$ cat config.mk
export PLATFORM = sky130hd
export DESIGN_NAME = chiplet_arbiter_wrr_flat
export DESIGN_NICKNAME = d
export VERILOG_FILES = /design/src/rtl/chiplet_noc_arb_pkg.sv /design/src/rtl/chiplet_arbiter_wrr_if.sv /design/src/rtl/arb_rr_picker.sv /design/src/rtl/chiplet_arbiter_wrr.sv /design/src/flat_wrapper.sv
export SDC_FILE = /design/constraint.sdc
export NUM_CORES = 1
export LEC_CHECK = 0
export ABC_AREA = 1
export CORE_MARGIN = 8
export CORE_UTILIZATION = 60
export DETAILED_ROUTE_END_ITERATION = 6
export PLACE_DENSITY = 0.9
export REMOVE_ABC_BUFFERS = 1
export SYNTH_ARGS = -nofsm -noshare
export SYNTH_HDL_FRONTEND = slang
export SYNTH_SLANG_ARGS = --single-unit
$ cat constraint.sdc
create_clock -name clk -period 4.1 [get_ports clk]
set_input_delay 0.82 -clock clk [delete_from_list [all_inputs] [get_ports clk]]
set_output_delay 0.82 -clock clk [all_outputs]
set_load 0.03 [all_outputs]
$ cat src/rtl/chiplet_noc_arb_pkg.sv
// Shared arbitration helpers for the chiplet NoC arbiters.
//   arb_wrap_add  : (a + b) mod n for operands already below n
//   arb_rr_pick   : round-robin pick on an ARB_MAX_N-wide vector, one-hot result
//   onehot_to_idx : binary index of a one-hot vector (0 when empty)
//   weight_vec_t  : packed per-input weight vector at the default port size
package chiplet_noc_arb_pkg;

  localparam int ARB_MAX_N    = 32;
  localparam int ARB_MAX_LOGN = 5;
  localparam int ARB_N        = 4;
  localparam int ARB_WEIGHT_W = 4;

  typedef logic [ARB_MAX_N-1:0]    arb_vec_t;
  typedef logic [ARB_MAX_LOGN-1:0] arb_ptr_t;
  typedef logic [ARB_WEIGHT_W-1:0] weight_t;
  typedef weight_t [ARB_N-1:0]     weight_vec_t;

  function automatic int arb_wrap_add(input int a, input int b, input int n);
    int s;
    s = a + b;
    return (s >= n) ? s - n : s;
  endfunction

  function automatic arb_vec_t arb_rr_pick(input arb_vec_t request, input arb_ptr_t ptr,
                                           input int n);
    arb_vec_t rot;
    arb_vec_t pick;
    int       hit;
    int       src;
    rot  = '0;
    pick = '0;
    hit  = -1;
    for (int k = 0; k < ARB_MAX_N; k++) begin
      if (k < n) begin
        src    = arb_wrap_add(32'(ptr), k, n);
        rot[k] = request[src[ARB_MAX_LOGN-1:0]];
      end
    end
    for (int k = ARB_MAX_N - 1; k >= 0; k--) begin
      if (rot[k]) hit = k;
    end
    if (hit >= 0) begin
      src = arb_wrap_add(32'(ptr), hit, n);
      pick[src[ARB_MAX_LOGN-1:0]] = 1'b1;
    end
    return pick;
  endfunction

  function automatic arb_ptr_t onehot_to_idx(input arb_vec_t oh);
    arb_ptr_t idx;
    idx = '0;
    for (int k = 0; k < ARB_MAX_N; k++) begin
      if (oh[k]) idx = idx | ARB_MAX_LOGN'(k);
    end
    return idx;
  endfunction

endpackage

$ cat src/rtl/chiplet_arbiter_wrr_if.sv
// Handshake bundle between a router output port and its input arbiter.
//   master : router side, drives requests, flit framing and weight config
//   slave  : arbiter side, drives grant, grant_idx, grant_valid, locked, timeout_err
interface chiplet_arbiter_wrr_if #(
  parameter int N        = 4,
  parameter int WEIGHT_W = 4,
  parameter int LOGN     = 2
);
  logic [N-1:0]          request;
  logic                  forwarding_head;
  logic                  forwarding_tail;
  logic [N*WEIGHT_W-1:0] weight_cfg;
  logic                  cfg_valid;
  logic [N-1:0]          grant;
  logic [LOGN-1:0]       grant_idx;
  logic                  grant_valid;
  logic                  locked;
  logic                  timeout_err;

  modport master (
    output request, forwarding_head, forwarding_tail, weight_cfg, cfg_valid,
    input  grant, grant_idx, grant_valid, locked, timeout_err
  );

  modport slave (
    input  request, forwarding_head, forwarding_tail, weight_cfg, cfg_valid,
    output grant, grant_idx, grant_valid, locked, timeout_err
  );
endinterface

$ cat src/rtl/arb_rr_picker.sv
// Combinational round-robin picker: rotate the request vector so ptr sits at
// bit 0, take the lowest set bit, rotate the winner back.
//   i_request   : N request bits
//   i_ptr       : highest-priority input
//   o_grant     : one-hot winner, zero when no request
//   o_grant_idx : binary winner index, zero when no request
module arb_rr_picker
  import chiplet_noc_arb_pkg::*;
#(
  parameter int N    = 4,
  parameter int LOGN = 2
) (
  input  logic [N-1:0]    i_request,
  input  logic [LOGN-1:0] i_ptr,
  output logic [N-1:0]    o_grant,
  output logic [LOGN-1:0] o_grant_idx
);

  logic [N-1:0]    w_rot;
  logic [LOGN-1:0] w_rot_idx;
  logic            w_any;
  logic [LOGN-1:0] w_idx;

  always_comb begin
    w_rot = '0;
    for (int k = 0; k < N; k++) begin
      w_rot[k] = i_request[LOGN'(arb_wrap_add(32'(i_ptr), k, N))];
    end
  end

  always_comb begin
    w_rot_idx = '0;
    w_any     = 1'b0;
    for (int k = N - 1; k >= 0; k--) begin
      if (w_rot[k]) begin
        w_rot_idx = LOGN'(k);
        w_any     = 1'b1;
      end
    end
  end

  always_comb begin
    w_idx   = '0;
    o_grant = '0;
    if (w_any) begin
      w_idx          = LOGN'(arb_wrap_add(32'(i_ptr), 32'(w_rot_idx), N));
      o_grant[w_idx] = 1'b1;
    end
  end

  assign o_grant_idx = w_idx;

endmodule

$ cat src/rtl/chiplet_arbiter_wrr.sv
// Weighted round-robin wormhole arbiter for one chiplet router output port.
//   clk, rst : clock, asynchronous active-low reset
//   bus      : slave side of chiplet_arbiter_wrr_if (requests, flit framing,
//              weight config in; grant, grant_idx, grant_valid, locked,
//              timeout_err out)
// Unlocked, the grant is a combinational round-robin pick from ptr. A head
// flit locks the port to its input until the tail; weight[i] extra packets may
// follow back to back before the pointer moves past input i.
module chiplet_arbiter_wrr
  import chiplet_noc_arb_pkg::*;
#(
  parameter int TILES        = 2,
  parameter int PLANES       = 2,
  parameter int WEIGHT_W     = 4,
  parameter int TIMEOUT_W    = 8,
  parameter int LOCK_TIMEOUT = 0
) (
  input  logic                 clk,
  input  logic                 rst,
  chiplet_arbiter_wrr_if.slave bus
);

  localparam int N    = TILES * PLANES;
  localparam int LOGN = (N > 1) ? $clog2(N) : 1;

  logic [LOGN-1:0]              r_ptr;
  logic [LOGN-1:0]              r_owner;
  logic [WEIGHT_W-1:0]          r_credits;
  logic                         r_locked;
  logic [N-1:0]                 r_lock_grant;
  logic [TIMEOUT_W-1:0]         r_wdog;
  logic                         r_timeout_err;
  logic [N-1:0][WEIGHT_W-1:0]   r_weight;
  logic [N-1:0][WEIGHT_W-1:0]   r_cfg_shadow;
  logic                         r_cfg_pending;

  logic [N-1:0]                 w_pick_grant;
  logic [LOGN-1:0]              w_pick_idx;
  logic [N-1:0]                 w_grant;
  logic [LOGN-1:0]              w_grant_idx;
  logic                         w_grant_valid;
  logic                         w_head_acc;
  logic                         w_lock_start;
  logic                         w_unlock;
  logic [WEIGHT_W-1:0]          w_credits_nxt;
  logic [LOGN-1:0]              w_ptr_inc;
  logic [TIMEOUT_W-1:0]         w_wdog_nxt;
  logic [N-1:0][WEIGHT_W-1:0]   w_cfg;

  arb_rr_picker #(.N(N), .LOGN(LOGN)) u_picker (
    .i_request   (bus.request),
    .i_ptr       (r_ptr),
    .o_grant     (w_pick_grant),
    .o_grant_idx (w_pick_idx)
  );

  // Outputs are forced low while reset is asserted, even with requests present.
  always_comb begin
    w_grant       = '0;
    w_grant_idx   = '0;
    w_grant_valid = 1'b0;
    if (rst) begin
      if (r_locked) begin
        w_grant       = r_lock_grant;
        w_grant_idx   = r_owner;
        w_grant_valid = bus.request[r_owner];
      end else begin
        w_grant       = w_pick_grant;
        w_grant_idx   = w_pick_idx;
        w_grant_valid = |bus.request;
      end
    end
  end

  assign w_head_acc   = bus.forwarding_head & w_grant_valid;
  assign w_lock_start = w_head_acc & ~bus.forwarding_tail;
  assign w_unlock     = r_locked & bus.forwarding_tail;
  assign w_cfg        = bus.weight_cfg;

  // A repeat turn by the current owner spends a credit; anyone else reloads.
  assign w_credits_nxt = ((w_grant_idx == r_owner) && (r_credits != '0))
                         ? r_credits - WEIGHT_W'(1)
                         : r_weight[w_grant_idx];
  assign w_ptr_inc     = LOGN'(arb_wrap_add(32'(w_grant_idx), 1, N));

  // wdog counts cycles since the head edge and saturates; the error pulse
  // marks the edge on which it steps onto LOCK_TIMEOUT.
  always_comb begin
    w_wdog_nxt = r_wdog;
    if (w_unlock)                    w_wdog_nxt = '0;
    else if (w_lock_start)           w_wdog_nxt = TIMEOUT_W'(1);
    else if (r_locked && !(&r_wdog)) w_wdog_nxt = r_wdog + TIMEOUT_W'(1);
  end

  always_ff @(posedge clk or negedge rst) begin
    if (!rst) begin
      r_ptr         <= '0;
      r_owner       <= '0;
      r_credits     <= '0;
      r_locked      <= 1'b0;
      r_lock_grant  <= '0;
      r_wdog        <= '0;
      r_timeout_err <= 1'b0;
      r_weight      <= '0;
      r_cfg_shadow  <= '0;
      r_cfg_pending <= 1'b0;
    end else begin
      if (w_head_acc) begin
        r_owner      <= w_grant_idx;
        r_credits    <= w_credits_nxt;
        r_ptr        <= (w_credits_nxt == '0) ? w_ptr_inc : w_grant_idx;
        r_lock_grant <= w_grant;
      end

      if (w_lock_start)  r_locked <= 1'b1;
      else if (w_unlock) r_locked <= 1'b0;

      // New weights never touch the credits already loaded for the owner.
      if (bus.cfg_valid) begin
        if (!r_locked || w_unlock) begin
          r_weight      <= w_cfg;
          r_cfg_pending <= 1'b0;
        end else begin
          r_cfg_shadow  <= w_cfg;
          r_cfg_pending <= 1'b1;
        end
      end else if (r_cfg_pending && w_unlock) begin
        r_weight      <= r_cfg_shadow;
        r_cfg_pending <= 1'b0;
      end

      r_wdog        <= w_wdog_nxt;
      r_timeout_err <= (LOCK_TIMEOUT > 0) && (w_wdog_nxt != r_wdog) &&
                       (w_wdog_nxt == TIMEOUT_W'(LOCK_TIMEOUT));
    end
  end

  assign bus.grant       = w_grant;
  assign bus.grant_idx   = w_grant_idx;
  assign bus.grant_valid = w_grant_valid;
  assign bus.locked      = r_locked;
  assign bus.timeout_err = r_timeout_err;

  a_grant_onehot: assert property (@(posedge clk) disable iff (!rst)
    $onehot0(w_grant));
  a_grant_stable: assert property (@(posedge clk) disable iff (!rst)
    (r_locked && $past(r_locked)) |-> $stable(w_grant));
  a_head_locked: assert property (@(posedge clk) disable iff (!rst)
    (r_locked && w_head_acc) |-> bus.forwarding_tail);
  a_head_valid: assert property (@(posedge clk) disable iff (!rst)
    bus.forwarding_head |-> w_grant_valid);
  a_tail_orphan: assert property (@(posedge clk) disable iff (!rst)
    (bus.forwarding_tail && !r_locked) |-> bus.forwarding_head);

endmodule

$ cat src/flat_wrapper.sv
// flat-port wrapper written by rule: the top's interface ports become plain ports
module chiplet_arbiter_wrr_flat import chiplet_noc_arb_pkg::*;
#(
  parameter int TILES        = 2,
  parameter int PLANES       = 2,
  parameter int WEIGHT_W     = 4,
  parameter int TIMEOUT_W    = 8,
  parameter int LOCK_TIMEOUT = 0
)
  (clk, rst, bus_request, bus_forwarding_head, bus_forwarding_tail, bus_weight_cfg, bus_cfg_valid, bus_grant, bus_grant_idx, bus_grant_valid, bus_locked, bus_timeout_err);
  chiplet_arbiter_wrr_if #(.WEIGHT_W(WEIGHT_W)) bus_i ();
  input  logic clk;
  input  logic rst;
  input wire logic [$bits(bus_i.request)-1:0] bus_request;
  input wire logic [$bits(bus_i.forwarding_head)-1:0] bus_forwarding_head;
  input wire logic [$bits(bus_i.forwarding_tail)-1:0] bus_forwarding_tail;
  input wire logic [$bits(bus_i.weight_cfg)-1:0] bus_weight_cfg;
  input wire logic [$bits(bus_i.cfg_valid)-1:0] bus_cfg_valid;
  output wire logic [$bits(bus_i.grant)-1:0] bus_grant;
  output wire logic [$bits(bus_i.grant_idx)-1:0] bus_grant_idx;
  output wire logic [$bits(bus_i.grant_valid)-1:0] bus_grant_valid;
  output wire logic [$bits(bus_i.locked)-1:0] bus_locked;
  output wire logic [$bits(bus_i.timeout_err)-1:0] bus_timeout_err;
  assign bus_i.request = bus_request;
  assign bus_i.forwarding_head = bus_forwarding_head;
  assign bus_i.forwarding_tail = bus_forwarding_tail;
  assign bus_i.weight_cfg = bus_weight_cfg;
  assign bus_i.cfg_valid = bus_cfg_valid;
  assign bus_grant = bus_i.grant;
  assign bus_grant_idx = bus_i.grant_idx;
  assign bus_grant_valid = bus_i.grant_valid;
  assign bus_locked = bus_i.locked;
  assign bus_timeout_err = bus_i.timeout_err;
  chiplet_arbiter_wrr #(.TILES(TILES), .PLANES(PLANES), .WEIGHT_W(WEIGHT_W), .TIMEOUT_W(TIMEOUT_W), .LOCK_TIMEOUT(LOCK_TIMEOUT)) u_core (.clk(clk), .rst(rst), .bus(bus_i));
endmodule
# Yosys cells after proc, flatten, opt, wreduce, memory -nomap -nowiden
# Cells that the tools add are included.
[word_totals]
reg_bits = 46
inputBits = 25
out_inout_bits = 9
wordCells = 109
[classes]
add_sub_neg = 12
n_lt_le_gt_ge = 14
eq_ne = 2
n_mux = 50
n_bitwise = 5
n_reduce_logical = 12
[ops]
columns = ["operator", "count"]
rows = [
  ["16-bit 2-to-1 mux", 3],
  ["2-bit 2-to-1 mux", 14],
  ["1-bit 2-to-1 mux", 21],
  ["4-bit 2-to-1 mux", 5],
  ["2-bit by 4-bit less-than comparator with 1-bit output (second input constant)", 4],
  ["3-bit greater-or-equal comparator (second input constant)", 5],
  ["2-bit by 1-bit subtractor with 2-bit output (second input constant)", 6],
  ["1-bit binary-select mux with 2-bit select", 5],
  ["2-bit by 3-bit less-than comparator with 1-bit output (second input constant)", 3],
  ["4-bit binary-select mux with 2-bit select", 1],
  ["2-bit by 1-bit adder with 3-bit output (second input constant)", 2],
  ["2-bit by 2-bit adder with 3-bit output (second input constant)", 2],
  ["4-bit logical NOT", 1],
  ["2-bit AND reduction", 2],
  ["2-bit nonzero test", 2],
  ["4-bit nonzero test", 1],
  ["4-bit OR reduction", 1],
  ["4-bit by 1-bit subtractor with 4-bit output (second input constant)", 1],
  ["2-bit by 2-bit adder with 3-bit output", 1],
  ["1-bit bitwise AND", 3],
  ["2-bit by 3-bit greater-or-equal comparator with 1-bit output (second input constant)", 1],
  ["1-bit logical AND", 3],
  ["1-bit demux with 2-bit select", 1],
  ["2-bit == test", 1],
  ["5 further kinds", 6],
]

# Longest topological paths before layout
# Gate-level depths: netlist of the first run.
[depth]
word_depth = 21
depth_mapped = 25
ltp_nobuf = 24

# Cells and area by module
# From an unflattened synthesis of the first run, not the netlist that was laid out.
[unflattened]
hier_cells = 383
hier_area_um2 = 2767.7
[by_module_without_submodules]
columns = ["mod", "instances", "cells_per_inst", "area_per_inst_um2", "seq_area_each_um2"]
rows = [
  ["chiplet_arbiter_wrr", 1, 318, 2437.3, 1151.1],
  ["arb_rr_picker", 1, 65, 330.3, 0.0],
]

# Least setup slack after synthesis of the first run
# No wires, ideal clock.
[synth_timing]
path_kind = "input to output"
startpoint = "input bus_request[1]"
endpoint = "output bus_grant[1]"
arrival_time_ns = 2.670
required_ns = 3.280
setup_slack_ns = 0.610
cell_stages = 14
path_buffers = 0
path_cell_list = "inv_1 > nand2_1 > nand2_1 > nand2_1 > nand2_1 > a31oi_1 > nor2_1 > ha_1 > xnor2_1 > inv_1 > nand2_2 > nand2_2 > or2_2 > a21oi_1"
[synth_via]
elab_chain_cells = 17
[synth_rtl]
columns = ["element", "line", "text"]
rows = [
  ["start, declared", "flat_wrapper.sv:14", "input wire logic [$bits(bus_i.request)-1:0] bus_request;"],
  ["1-bit binary-select mux with 2-bit select", "arb_rr_picker.sv:27", "w_rot[k] = i_request[LOGN'(arb_wrap_add(32'(i_ptr), k, N))];"],
  ["1-bit 2-to-1 mux (implied by the code) (2 in series)", "arb_rr_picker.sv:27", ""],
  ["2-bit 2-to-1 mux (4 in series)", "arb_rr_picker.sv:35", "if (w_rot[k]) begin"],
  ["2-bit by 2-bit adder with 3-bit output", "chiplet_noc_arb_pkg.sv:20", "s = a + b;"],
  ["3-bit greater-or-equal comparator / 2-bit by 1-bit subtractor with 2-bit output (equally long branches)", "chiplet_noc_arb_pkg.sv:21", "return (s >= n) ? s - n : s;"],
  ["2-bit 2-to-1 mux", "chiplet_noc_arb_pkg.sv:21", ""],
  ["2-bit by 3-bit less-than comparator with 1-bit output (implied by the code) / 2-bit by 1-bit greater-or-equal comparator with 1-bit output (equally long branches)", "arb_rr_picker.sv:47", "o_grant[w_idx] = 1'b1;"],
  ["1-bit logical AND (implied by the code)", "arb_rr_picker.sv:47", ""],
  ["1-bit 2-to-1 mux (implied by the code)", "arb_rr_picker.sv:47", ""],
  ["1-bit demux with 2-bit select", "arb_rr_picker.sv:47", ""],
  ["4-bit 2-to-1 mux (*)", "arb_rr_picker.sv:45", "if (w_any) begin"],
  ["4-bit 2-to-1 mux (*)", "chiplet_arbiter_wrr.sv:63", "if (r_locked) begin"],
  ["4-bit 2-to-1 mux (*)", "chiplet_arbiter_wrr.sv:62", "if (rst) begin"],
  ["end, declared", "flat_wrapper.sv:19", "output wire logic [$bits(bus_i.grant)-1:0] bus_grant;"],
]
# Every way passes the cells marked *; elsewhere a longest branch is shown, timed or not. The select of a mux whose other input is x is not followed.

# Worst setup path in the final report of the first run
[layout_timing]
startpoint = "input bus_request[3]"
endpoint = "output bus_grant[1]"
# The elaborated chain is that of the path after synthesis.

==> metrics.txt, run 1 <==
outcome finished clean; Slew HR 0.425; TritonCTS Sinks 46; worst slew pin tran around 0.86 ns; initial antenna violation count 0; distinct cell type count after synthesis 34; Seq cells post-synth 46; post-route ant nets 0; RSZ-0062 raised after global routing yes; Longest Clk Path Bufs 2; reg2reg path depth 22; vias in the first global route between 2000 and 2500; Placement Setup Slack between 0.1 and 0.15 ns; pwr/cell area 701 nW/um^2; DRT Pass-1 Iters 7; CP Launch Type input pin; maximum clock frequency between 0.2 and 0.3 GHz; largest net degree at the start of global routing 34; Post-Route WL 5990 um; Slowest-stage cell, CP clkdlybuf4s50_1; Overflow after GRT 0; chip height 84.7 um; ANT cells 0; 1st-iter DRT viols around 170; total track usage 0.173; Worst setup EP type primary output; Worst Skew about 0.0076 ns; TritonCTS buffer count 5; Setup Buffers After CTS 0; I/O pin count 34; post-route minimum period 3.91 ns; synthesized area 2830 um^2; Routability Congestion between 0.8 and 0.9; Hold Vio Cnt, Final 0; Worst Hold Class input pin to async pin; Pleak around 1.7 nW; CP cell instances clkdlybuf4s50_1 > inv_1 > nand2_1 > nand2_1 > nand2_1 > nand2_1 > a31oi_1 > nor2_1 > ha_1 > xnor2_2 > inv_1 > nand2_2 > nand2_2 > or2_2 > a21oi_2 > buf_4; CP Data Arrival Time between 3 and 4 ns; share of post-route cells with drive strength above 1 0.121; CTS clk-pin slew, worst paths roughly 0.09 ns; mean post-synth cell area approximately 7.2 um^2; YS warnings 0; dpl hpwl 4420 um; fin util 0.704; R2R Setup Slk between 0.8 and 0.9 ns; DR DRC count 0; CTS tree yes; # nets final roughly 450; first-pass GRT wire length between 10000 and 15000 um; max_cap viols 0; critical path class input pin to primary output; full die area approximately 7000 um^2; Tcrit/Tclk final 0.952; Mapped Cells 392; reg-to-reg endpoint u_core.r_ptr[1]; worst-path maximum fanout 3; area grow syn2layout 15.2%; Root Buffer clkbuf_8; Final WS setup approximately 0.19 ns; Initial Utilization 0.611; row cnt 25; vias after detailed routing between 2000 and 3000; Setup crit start bus_request[3]; worst path required time roughly 3.3 ns; slowest stage delay, CP 0.50 ns; worst r2r src u_core.r_ptr[0]; die width 84.7 um; routed vias/inst ~5.3; crit-path most repeated cell nand2_1; setup violators final 0; routed len/inst between 10 and 15 um; core box area roughly 4600 um^2; Slew Limit Fails 0; sequential share of the synthesized area 0.407; Port-buffer cells 32; Filler Cells Inserted 377; Skew-Pair Late Insertion Delay around 0.31 ns; Max IR drop VDD approximately 0.32 mV; H-tree levels 2
## worst max path at each step
stage / to / slack (ns) / cells past startpoint
CTS: bus_grant[1] / 0.13 / 16
global route: bus_grant[1] / -0.03 / 16
finish: bus_grant[1] / 0.19 / 16
detailed placement: bus_grant[1] / 0.13 / 16
floorplan: bus_grant[1] / 0.61 / 14
global placement: bus_grant[1] / 0.21 / 16
## stage by stage
step | cell area [um^2] | power (W) | hold WS [ns] | setup TNS [ns] | cells
6_report | 3260 | 0.00228 | 0.329 | 0 | 476
5_1_grt | 3260 | 0.00248 | 0.336 | -0.0275 | 476
4_1_cts | 3240 | 0.00227 | 0.326 | 0 | 476
3_5_place_dp | 3150 | 0.00197 | 0.469 | 0 | 468
3_3_place_gp | 3150 | 0.00195 | 0.462 | 0 | 468
2_1_floorplan | 2740 | 0.00166 | 0.448 | 0 | 376
## worst max-delay path, delay by kind of cell
| family | cells | cell delay, ns |
|---|---|---|
| AO/OA/AOI/OAI | 2 | 0.27 |
| buffers and inverters | 4 | 0.83 |
| XOR/XNOR | 1 | 0.17 |
| AND/OR/NAND/NOR | 8 | 0.76 |
| adder cells (fa/ha/maj) | 1 | 0.22 |
## metal layers
| layer | global-route usage | up-vias | share of wire |
|---|---|---|---|
| met3 | 0.0341 | 5 | 0.045 |
| met2 | 0.310 | 71 | 0.50 |
| met1 | 0.201 | 1121 | 0.45 |
| met4 | 0.0518 | 0 | 0.0085 |
| met5 | 0 | - | 0 |
| li1 | - | 1308 | - |
## sequential cells by signal, indices dropped and copies added (netlist names)
| register | flops |
|---|---|
| u_core.bus.locked | 1 |
| u_core.r_cfg_pending | 1 |
| u_core.r_cfg_shadow | 16 |
| u_core.r_credits | 4 |
| u_core.r_lock_grant | 4 |
| u_core.r_owner | 2 |
| u_core.r_ptr | 2 |
| u_core.r_weight | 16 |
## final cells by class
class                      instances  area (um^2)  share of cell area
inverter                          57          219              0.0672
timing repair buffer              38          345               0.106
clock buffer                       5         68.8              0.0211
clock inverter                     3         22.5             0.00691
sequential                        46         1150               0.353
tap                               54         67.6              0.0207
multi-input combinational        273         1390               0.425
## cells by family (layout without fill, tap and decap cells)
group	count (synthesis)	in the layout	share of synthesized area
AO/OA/AOI/OAI	82	82	0.160
flip-flops	46	46	0.407
AND/OR/NAND/NOR	185	185	0.305
adder cells (fa/ha/maj)	2	2	0.00884
other	1	1	0.00132
buffers and inverters	73	103	0.109
XOR/XNOR	3	3	0.00929
## cell usage in the layout (no fill, tap or decap), drive strengths merged, types with 9 or more instances in the layout
cell type      synthesis  final
nand3                 11     11
nor2                  11     11
buf                    5     13
nand4                 15     15
nand2                147    147
dfrtp                 46     46
o21ai                 61     61
a21oi                  9      9
clkdlybuf4s50          0     25
inv                   57     59
## where the power goes
part / switching (W) / leakage (nW) / internal, W
logic: 0.000833 / 1.05 / 0.000482
registers: 0.0000960 / 0.578 / 0.000580
clock network: 0.000170 / 0.0489 / 0.000124
total: 0.00110 / 1.68 / 0.00119
## synth_stat cells, drive strengths merged
library cell  instances  share of area
a21oi                 9          0.021
a31oi                 1         0.0022
buf                   5          0.017
clkbuf               11          0.015
conb                  1         0.0013
dfrtp                46           0.41
ha                    2         0.0088
inv                  57          0.077
nand2               147           0.22
nand3                11          0.030
nand4                15          0.038
nor2                 11          0.018
o211ai                8          0.021
o21a                  1         0.0027
o21ai                61           0.11
o21bai                1         0.0027
o22ai                 1         0.0022
or2                   1         0.0022
xnor2                 2         0.0062
xor2                  1         0.0031
## repair_timing
| action | CTS | global route |
|---|---|---|
| hold buffers | 0 | 0 |
| gates resized for setup | 0 | 3 |
| endpoints found under the setup margin | 0 | 4 |
| hold endpoints to repair | 0 | 0 |
(Power assumes the default switching activity.)
==> inputs of run 2 (changes only) <==
- HOLD_SLACK_MARGIN: not set -> 0.1
==> results of run 2 <==
Final layout, timing and power as in run 1 (identical DEF).
==> inputs of run 3 (changes only) <==
- SYNTH_HIERARCHICAL: not set -> 1
==> run 3 against run 2 <==
Against the previous run:
- routed wire length decreased by 2.0%
- clock-buffer cell count rose by 1
- synthesized cell count decreased by 2.3%
- worst hold slack better by 0.15 ns
- synthesized area is 2.2% lower
- global-route usage grew 0.48 points
- clock power down 1%
- utilization increased by 2.0 points
- worst setup slack gained 0.26 ns
- die area fell by 1.8%
- clock skew shrank 0.0014 ns
- critical path type is now register to primary output
==> metrics.txt, run 3 <==
outcome finished clean; row cnt 24; Routability Congestion about 0.9; TritonCTS Sinks 46; worst slew pin tran 0.539 ns; full die area between 7000 and 8000 um^2; CP cell instances inv_8 > nand2_1 > nand2_1 > nand2_2 > nand2_2 > a31oi_1 > nor2_1 > ha_1 > xor2_1 > inv_1 > nand3_2 > nand2_2 > nor2_1 > o21ai_0 > a21oi_1 > buf_4; Max IR drop VDD roughly 0.33 mV; Slew HR 0.640; Post-Synth XOR/XNOR Area 0.0127; core box area between 4000 and 5000 um^2; Area contributors post-synth dfrtp_1, nand2_1, o21ai_0; Post-Layout Cell Count ~460; Setup Buffers After CTS 0; CP Data Arrival Time ~2.8 ns; Port-buffer cells 32; hold_buf cts 0; mean post-synth cell area about 7.2 um^2; Initial Utilization 0.627; routed len/inst approximately 13 um; vias in the first global route about 2500; part of the power in combinational logic 0.528; Slowest-stage cell, CP dfrtp_1; P_int approximately 0.0011 W; sw frac 0.460; largest net degree at the start of global routing 40; sequential share of the synthesized area 0.416; asr flop ratio synth 1.00; most frequent cells in the layout nand2_1, inv_1, dfrtp_1; Skew-Pair Late Insertion Delay 0.30 ns; critical path class register to primary output; initial antenna violation count 0; count leader, synth nand2_1; Worst setup EP type primary output; dpl hpwl about 4400 um; most common cell after layout, fill and taps aside nand2_1; synth cell count leaders nand2_1, inv_1, dfrtp_1; max_cap viols 0; first-pass GRT wire length 10700 um; worst path required time around 3.3 ns; H-tree levels 2; Seq pwr share 0.328; Worst Skew 0.00621 ns; post-synthesis mux area share 0; Pleak between 1.5 and 2 nW; ANT cells 0; Simple-Gate Fraction of Synth Area 0.301; Synth Area in Compound Gates 0.144; 1st-iter DRT viols 150; largest family of logic cells by synthesized area simple AND/OR/NAND/NOR gates; Post-Route WL ~6000 um; biggest regs u_core/r_cfg_shadow: 16 flops, u_core/r_weight: 16 flops; # nets final around 440; crit-path most repeated cell nand2_2; Worst Hold Class input pin to async pin; Tcrit/Tclk final 0.888; I/O pin count 34; Seq cells post-synth 46; total track usage 0.177; setup TNS 0 ns; Mapped Cells 383; DP Cell Count approximately 460; Longest Clk Path Bufs 2; worst-path maximum fanout 11; Root Buffer clkbuf_8; post-synth top area share 0.416; YS warnings 6; slowest stage delay, CP between 0.6 and 0.7 ns; post-route ant nets 0; DRT Pass-1 Iters 4; pwr/cell area 631 nW/um^2; maximum clock frequency between 0.2 and 0.3 GHz; die width 83.9 um; routed vias/inst 5.35; area grow syn2layout 15.6%; Main synth FF type dfrtp_1; EDFF count, synth 0; vias after detailed routing around 2500; NetSw approximately 0.00093 W; part of the power in the clock network 0.143; distinct cell type count after synthesis 32; TritonCTS buffer count 5; share of post-route cells with drive strength above 1 0.129; Overflow after GRT 0; Slew Limit Fails 0; DR DRC count 0; chip height about 84 um; CTS tree yes; setup violators final 0; synthesized area 2770 um^2; Hold Vio Cnt, Final 0; CTS clk-pin slew, worst paths 0.09 ns; R2R Setup Slk just under 0.9 ns; post-route minimum period between 3 and 4 ns; CP Launch Type register; Synth Area in Adders 0.00904; RSZ-0062 raised after global routing no; post-synth top area cell dfrtp_1
run 3: changes by cell type after synthesis, sizes merged, moves of 2 or more:
cell	previous run	this run
inv	57	60
xor2	1	3
nor2	11	18
buf	5	8
o21ai	61	46
a21oi	9	6
o211ai	8	16
nand2	147	127
nand4	15	2
nand3	11	32
nor3	0	2
clkbuf	11	9
run 3: repair_timing:
| item | in CTS | in global routing |
|---|---|---|
| resized for setup | 0 | 5 |
| endpoints found under the setup margin | 0 | 4 |
| hold endpoints to repair | 0 | 0 |
run 3: cells by family after synthesis:
group / after synthesis
AOI/OAI and AO/OA: 70
other: 1
buffers and inverters: 77
adders and majority gates: 2
xor gates and xnor gates: 4
and+or+nand+nor: 183
DFF: 46
run 3: worst max-delay path: cells and delay by family, from the launching register on:
family          cells  cell delay (ns)
buf+inv             3             0.37
xor+xnor            1             0.22
compound gates      3             0.45
simple gates        8             0.59
flops               1             0.67
fa+ha+maj           1             0.19
run 3: final timing paths:
| kind | from | end | depth (start not counted) |
|---|---|---|---|
| worst max register to register | u_core/r_ptr[0] | u_core/r_ptr[1] | 25 |
| worst min register to register | u_core/r_cfg_shadow[13] | u_core/r_cfg_shadow[13] | 2 |
| worst max-delay path | u_core/r_ptr[0] | bus_grant[0] | 16 |
| worst min-delay path | rst | u_core/r_lock_grant[1] | 1 |
| max in group asynchronous | rst | u_core/r_cfg_shadow[14] | 2 |
| min in group clk | u_core/r_cfg_shadow[13] | u_core/r_cfg_shadow[13] | 2 |
run 3: per-layer routing:
| metal | track usage | up-vias | wire [um] |
|---|---|---|---|
| met5 | 0 | - | 0 |
| met4 | 0.0518 | 0 | 38 |
| met3 | 0.0469 | 3 | 300 |
| met2 | 0.302 | 57 | 2890 |
| met1 | 0.213 | 1156 | 2650 |
| li1 | - | 1266 | - |
run 3: metrics by stage:
stage / hold WS [ns] / power [W] / area [um^2] / setup WS (ns) / utilization
after detailed placement: 0.475 / 0.00173 / 3090 / 0.132 / 0.700
after floorplan: 0.454 / 0.00145 / 2680 / 0.739 / -
after global routing: 0.524 / 0.00221 / 3200 / 0.260 / 0.724
after CTS: 0.488 / 0.00202 / 3190 / 0.118 / 0.722
final: 0.477 / 0.00202 / 3200 / 0.458 / 0.724
after global placement: 0.468 / 0.00168 / 3090 / 0.250 / 0.700
run 3: power groups by stage:
stage                     combinational (W)  clock, W  sequential [W]
after floorplan                    0.000803         0        0.000650
after global placement              0.00101         0        0.000665
after detailed placement            0.00106         0        0.000670
after CTS                           0.00106  0.000297        0.000662
after global routing                0.00122  0.000314        0.000677
final                               0.00107  0.000289        0.000663
run 3: cell type report:
type / instances / area, um^2
tap: 52 / 65.1
clock buffer: 6 / 82.6
clock inverter: 2 / 12.5
fill: 337 / 1220
sequential: 46 / 1150
inverter: 60 / 233
multi-input combinational: 260 / 1300
timing repair buffer: 38 / 355
